<file path="src/rtl/gate_scheduler.sv">
// Gate scheduler: sweeps the netlist gate rows once per circuit cycle and issues one
// job per cycle over valid/ready. Optional issued-gate statistics under GATE_STATS_EN.
module gate_scheduler #(
    parameter int S   = 14,
    parameter int CCW = 16
) (
    input  logic             clk,
    input  logic             rst_n,
    input  logic             start,
    input  logic [CCW-1:0]   num_cc,
    input  logic [S-1:0]     init_size,
    input  logic [S-1:0]     input_size,
    input  logic [S-1:0]     dff_size,
    input  logic [S-1:0]     gate_size,
    input  logic [S-1:0]     in0,
    input  logic [S-1:0]     in1,
    input  logic             in0F,
    input  logic             in1F,
    input  logic [3:0]       g_logic,
    input  logic             is_output,
    output logic [S-1:0]     rd_addr,
    output logic             job_valid,
    input  logic             job_ready,
    output logic [S-1:0]     job_in0,
    output logic [S-1:0]     job_in1,
    output logic             job_in0F,
    output logic             job_in1F,
    output logic             job_is_output,
    output logic [3:0]       job_g_logic,
    output logic [S-1:0]     job_wire,
    output logic             job_last,
    output logic [CCW-1:0]   job_cc,
    output logic             busy,
    output logic             done,
    output logic [S+CCW-1:0] xor_cnt,
    output logic [S+CCW-1:0] nonxor_cnt
);
    typedef enum logic [1:0] {IDLE, RUN, DRAIN} state_t;

    localparam logic [S-1:0]   ONE_S  = 1;
    localparam logic [CCW-1:0] ONE_CC = 1;

    state_t         state_q, state_d;
    logic [S-1:0]   row_q, row_d;
    logic [CCW-1:0] cc_q, cc_d, cc_max_q, cc_max_d;
    logic           valid_q, valid_d;
    logic           empty_done_q, empty_done_d;
    logic [S-1:0]   in0_q, in0_d, in1_q, in1_d, wire_q, wire_d;
    logic           in0f_q, in0f_d, in1f_q, in1f_d, out_q, out_d, last_q, last_d;
    logic [3:0]     gl_q, gl_d;
    logic [CCW-1:0] jcc_q, jcc_d;

    logic [S-1:0] last_row;
    logic         is_last_row, load, accept;

    assign last_row    = dff_size + gate_size - ONE_S;
    assign is_last_row = (row_q == last_row);
    assign load        = (state_q == RUN) && (!valid_q || job_ready);
    assign accept      = valid_q && job_ready;

    always_comb begin
        state_d      = state_q;
        row_d        = row_q;
        cc_d         = cc_q;
        cc_max_d     = cc_max_q;
        valid_d      = valid_q;
        empty_done_d = 1'b0;
        in0_d        = in0_q;
        in1_d        = in1_q;
        in0f_d       = in0f_q;
        in1f_d       = in1f_q;
        out_d        = out_q;
        gl_d         = gl_q;
        wire_d       = wire_q;
        last_d       = last_q;
        jcc_d        = jcc_q;
        case (state_q)
            IDLE: begin
                if (start) begin
                    if (gate_size == '0) begin
                        empty_done_d = 1'b1;
                    end else begin
                        state_d  = RUN;
                        row_d    = dff_size;
                        cc_d     = '0;
                        cc_max_d = (num_cc == '0) ? '0 : num_cc - ONE_CC;
                    end
                end
            end
            RUN: begin
                if (load) begin
                    valid_d = 1'b1;
                    in0_d   = in0;
                    in1_d   = in1;
                    in0f_d  = in0F;
                    in1f_d  = in1F;
                    out_d   = is_output;
                    gl_d    = g_logic;
                    // Gate outputs follow circuit inputs and DFF outputs in wire numbering.
                    wire_d  = init_size + input_size + dff_size + (row_q - dff_size);
                    last_d  = is_last_row;
                    jcc_d   = cc_q;
                    if (is_last_row) begin
                        if (cc_q < cc_max_q) begin
                            row_d = dff_size;
                            cc_d  = cc_q + ONE_CC;
                        end else begin
                            state_d = DRAIN;
                        end
                    end else begin
                        row_d = row_q + ONE_S;
                    end
                end else if (accept) begin
                    valid_d = 1'b0;
                end
            end
            DRAIN: begin
                if (accept) begin
                    valid_d = 1'b0;
                    state_d = IDLE;
                end
            end
            default: state_d = IDLE;
        endcase
    end

    always_ff @(posedge clk or negedge rst_n) begin
        if (!rst_n) begin
            state_q      <= IDLE;
            row_q        <= '0;
            cc_q         <= '0;
            cc_max_q     <= '0;
            valid_q      <= 1'b0;
            empty_done_q <= 1'b0;
            in0_q        <= '0;
            in1_q        <= '0;
            in0f_q       <= 1'b0;
            in1f_q       <= 1'b0;
            out_q        <= 1'b0;
            gl_q         <= '0;
            wire_q       <= '0;
            last_q       <= 1'b0;
            jcc_q        <= '0;
        end else begin
            state_q      <= state_d;
            row_q        <= row_d;
            cc_q         <= cc_d;
            cc_max_q     <= cc_max_d;
            valid_q      <= valid_d;
            empty_done_q <= empty_done_d;
            in0_q        <= in0_d;
            in1_q        <= in1_d;
            in0f_q       <= in0f_d;
            in1f_q       <= in1f_d;
            out_q        <= out_d;
            gl_q         <= gl_d;
            wire_q       <= wire_d;
            last_q       <= last_d;
            jcc_q        <= jcc_d;
        end
    end

    assign rd_addr       = (state_q == RUN) ? row_q : '0;
    assign job_valid     = valid_q;
    assign job_in0       = in0_q;
    assign job_in1       = in1_q;
    assign job_in0F      = in0f_q;
    assign job_in1F      = in1f_q;
    assign job_is_output = out_q;
    assign job_g_logic   = gl_q;
    assign job_wire      = wire_q;
    assign job_last      = last_q;
    assign job_cc        = jcc_q;
    assign busy          = (state_q != IDLE);
    assign done          = empty_done_q || ((state_q == DRAIN) && accept);

`ifdef GATE_STATS_EN
    logic [S+CCW-1:0] xor_q, xor_d, nonxor_q, nonxor_d;
    logic             is_xor;

    assign is_xor = (gl_q == 4'b0110) || (gl_q == 4'b1001);

    always_comb begin
        xor_d    = xor_q;
        nonxor_d = nonxor_q;
        if ((state_q == IDLE) && start) begin
            xor_d    = '0;
            nonxor_d = '0;
        end else if (accept) begin
            if (is_xor && (xor_q != '1))
                xor_d = xor_q + 1'b1;
            if (!is_xor && (nonxor_q != '1))
                nonxor_d = nonxor_q + 1'b1;
        end
    end

    always_ff @(posedge clk or negedge rst_n) begin
        if (!rst_n) begin
            xor_q    <= '0;
            nonxor_q <= '0;
        end else begin
            xor_q    <= xor_d;
            nonxor_q <= nonxor_d;
        end
    end

    assign xor_cnt    = xor_q;
    assign nonxor_cnt = nonxor_q;
`else
    assign xor_cnt    = '0;
    assign nonxor_cnt = '0;
`endif
endmodule

</file>
<file path="config.mk">
export PLATFORM = sky130hd
export DESIGN_NAME = gate_scheduler
export DESIGN_NICKNAME = d
export VERILOG_FILES = /design/src/rtl/gate_scheduler.sv
export SDC_FILE = /design/constraint.sdc
export NUM_CORES = 1
export LEC_CHECK = 0
export ABC_AREA = 1
export CAP_MARGIN = 20
export CORE_MARGIN = 1.5
export CORE_UTILIZATION = 25
export DETAILED_ROUTE_END_ITERATION = 10
export PLACE_DENSITY_LB_ADDON = 0.15
export SLEW_MARGIN = 20
export SYNTH_ARGS = -nofsm -noshare
export SYNTH_HDL_FRONTEND = slang
export SYNTH_SLANG_ARGS = --single-unit
</file>
<file path="constraint.sdc">
create_clock -name clk -period 5.4 [get_ports clk]
set_clock_uncertainty 0.1 [all_clocks]
set_input_delay 0.81 -clock clk [delete_from_list [all_inputs] [get_ports clk]]
set_output_delay 0.81 -clock clk [all_outputs]
set_load 0.05 [all_outputs]
</file>
==> impl_metrics.tcl <==
set metrics [dict create \
    die_area_sq_mm 0.0387 \
    yosys_most_used_dff "dfrtp_1" \
    drive_gt1_frac 0.0570 \
    reg2reg_to "job_wire[12]" \
    min_path_type "in -> async" \
    synth_area_leader_cell "dfrtp_1" \
    path_class "in -> reg" \
    cp_slowest_stage_delay_ns 0.59 \
    fmax_mhz 227 \
    viasPerCell 4.15 \
    yosysMostFrequentCell "nand2_1" \
    crit_path_frequent_cell "inv_1" \
    die_h_microns 197 \
    clockBufferDepth 2 \
    tritoncts "yes" \
    rsz0062_at_grt "no" \
    start_util 0.255 \
    maxCapViolations 0 \
    ys_types 44 \
    core_area_sq_mm 0.0368 \
    power_mw 6.64 \
    clk_latency_ns 0.43 \
    relSlewSlack 0.497 \
    ys_async_sr_fraction 1.00 \
    hold_viol_final 0 \
    tightest_slew_ns 0.755 \
    n_antenna_cell 0 \
    grt_pass1_vias 7952 \
    synth_seq_area_share 0.310 \
    leakagePower_nw 6.13 \
    grt_pass1_wl_microns 43400 \
    path_delay_family "adder cells" \
    worst-path-buf-inv 6 \
    dpl_worst_slack_ns 0.544 \
    synth_mux_area_frac 0 \
    fin_crit_ns 4.41 \
    globalplace.congestion 0.810 \
    synth_top_family_by_area "simple AND/OR/NAND/NOR gates" \
    outcome "finished, final reports clean" \
    yosysWarnings 0 \
    worstPathMaxFanout 4 \
    cts.repair.resized 0 \
    fin_crit_sh 0.816 \
    critical_path_depth 19 \
    syn_area_sq_mm 0.00937 \
    synth_xor_area_frac 0.0523 \
    synth.avg_cell_area_sq_um 7.55 \
    grt_max_degree 65 \
    cts_root_buf "clkbuf_16" \
    drtAntennaViolNets 0 \
    layout.nets 1636 \
    ys_top_cells_by_area "dfrtp_1 (31%), nand2_1 (15%), inv_1 (9.0%)" \
    finalSetupTns_ns 0 \
    cts-buffers-inserted 17 \
    clk_transition_reported_paths_ns 0.06 \
    required_ns 5.61 \
    setup_viol 0 \
    synthTopCellsByCount "nand2_1 (383), inv_1 (224), dfrtp_1 (116)" \
    dieWidth_microns 197 \
    synth-edff-count 0 \
    drc_errors 0 \
    yosysTopAreaCellShare 0.310 \
    endpoint_kind "register" \
    ff2ff_path_depth 15 \
    syn_inst 1242 \
    grt_util_all_layers 0.146 \
    power_density_mw_per_mm2 548 \
    cts.sinks 116 \
    r2r_start "row_q[3]" \
    row_count 70 \
    drtIter0Drc 392 \
    portBuffers 193 \
    first_pass_iters 5 \
    ctsHoldBuffers 0 \
    antenna_found_initial 0 \
    crit_slowest_cell "clkdlybuf4s50_1" \
    design.portCount 254 \
    cp.arrival_ns 4.62 \
    hpwlAfterDp_microns 20800 \
    postCtsSetupRepairBufs 0 \
    num_vias 7914 \
    post_drt_wl_per_cell_microns 14.3 \
    rrSetupSlack_ns 2.38 \
    syn_to_final_growth_pct 29.3 \
    synthSimpleGateAreaFrac 0.245 \
    grt_overflow_total 0 \
    synth-compound-area-share 0.0725 \
    synth_adder_area_share 0.163 \
    slew_violations 0 \
    peakVddDrop_mv 0.228 \
    cp-start-kind "input pin" \
    htree_levels 4 \
    worst_slack_ns 0.992 \
    wirelength_microns 27200 \
    synth_seq_cells 116 \
    path_cells "clkdlybuf4s50_1 > inv_1 > fa_1 > fa_1 > inv_1 > fa_1 > inv_1 > ha_1 > inv_1 > nor3_1 > nand3_1 > nand3_1 > nand2_1 > inv_1 > o21ai_0 > nand2_1 > or2_2 > nand3_1 > nand2_1" \
]
==> report_power, final <==
part | switching [mW] | leakage (nW) | internal [mW]
clock | 0.456 | 0.271 | 0.688
combinational | 2.71 | 4.38 | 1.35
sequential | 0.250 | 1.49 | 1.19
==> state kept, by name, indices dropped and copies added, names as in the netlist <==
register       count
cc_max_q          16
cc_q              16
empty_done_q       1
job_cc            16
job_g_logic        4
job_in0           14
job_in0F           1
job_in1           14
job_in1F           1
job_is_output      1
job_last           1
job_valid          1
job_wire          14
row_q             14
state_q            2
==> cell usage in the layout (no fill, tap or decap), drive strengths merged <==
cell type / count
a31o: 1
a21oi: 26
nor4: 7
clkinv: 6
o21a: 3
inv: 226
a31oi: 1
bufinv: 2
xor2: 36
clkinvlp: 5
conb: 60
buf: 7
nor3: 16
a21o: 2
dfrtp: 116
nand2b: 2
xnor2: 20
o211ai: 1
nand2: 388
or2: 6
nand4: 9
fa: 38
clkdlybuf4s50: 192
nand3: 68
clkbuf: 19
nor2: 39
o22ai: 15
o21ai: 61
nand3b: 4
ha: 61
o31ai: 2
==> worst register-to-register path, delay by kind of cell, from the launching register on <==
kind                       cells  cell delay [ns]
AOI/OAI and AO/OA              3             0.44
adders and majority gates      2             0.89
buffers and inverters          3             0.24
DFF                            1             0.51
and+or+nand+nor                7             0.73
==> stage by stage <==
stage                     utilization  cell area, sq um  std cells  hold WS, ns
final                           0.329             12100       1907        0.335
after global routing            0.329             12100       1907        0.371
after CTS                       0.329             12100       1907        0.357
after detailed placement        0.314             11500       1875        0.364
after global placement          0.314             11500       1875        0.361
after floorplan                     -              9590       1301        0.384
==> layer usage <==
| metal | vias to the layer above | global-route usage | part of all wire |
|---|---|---|---|
| met5 | - | 0 | 0 |
| met2 | 189 | 0.232 | 0.46 |
| met3 | 17 | 0.0352 | 0.044 |
| met1 | 3651 | 0.200 | 0.49 |
| met4 | 0 | 0.0334 | 0.0098 |
| li1 | 4057 | - | - |
==> logic make-up after synthesis <==
kind of cell,Yosys count
flip-flops,116
adder cells (fa/ha/maj),99
other,1
XOR/XNOR,56
AND/OR/NAND/NOR,539
buffers and inverters,319
AO/OA/AOI/OAI,112
==> how the worst max path moves through the flow <==
stage / startpoint / end / slack (ns)
floorplan: dff_size[4] / job_wire[9] / 1.41
global placement: dff_size[5] / job_wire[12] / 0.55
detailed placement: dff_size[7] / job_wire[12] / 0.54
CTS: dff_size[7] / job_wire[12] / 1.02
global route: dff_size[7] / job_wire[12] / 0.67
finish: dff_size[7] / job_wire[12] / 0.99
==> area by class of cell <==
class                      count  area [sq um]
sequential                   116          2900
multi-input combinational    866          5230
clock buffer                  19           443
clock inverter                13           135
timing repair buffer         199          1970
inverter                     226           848
fill                        4014         24700
tap                          468           586
(Power assumes the default switching activity.)
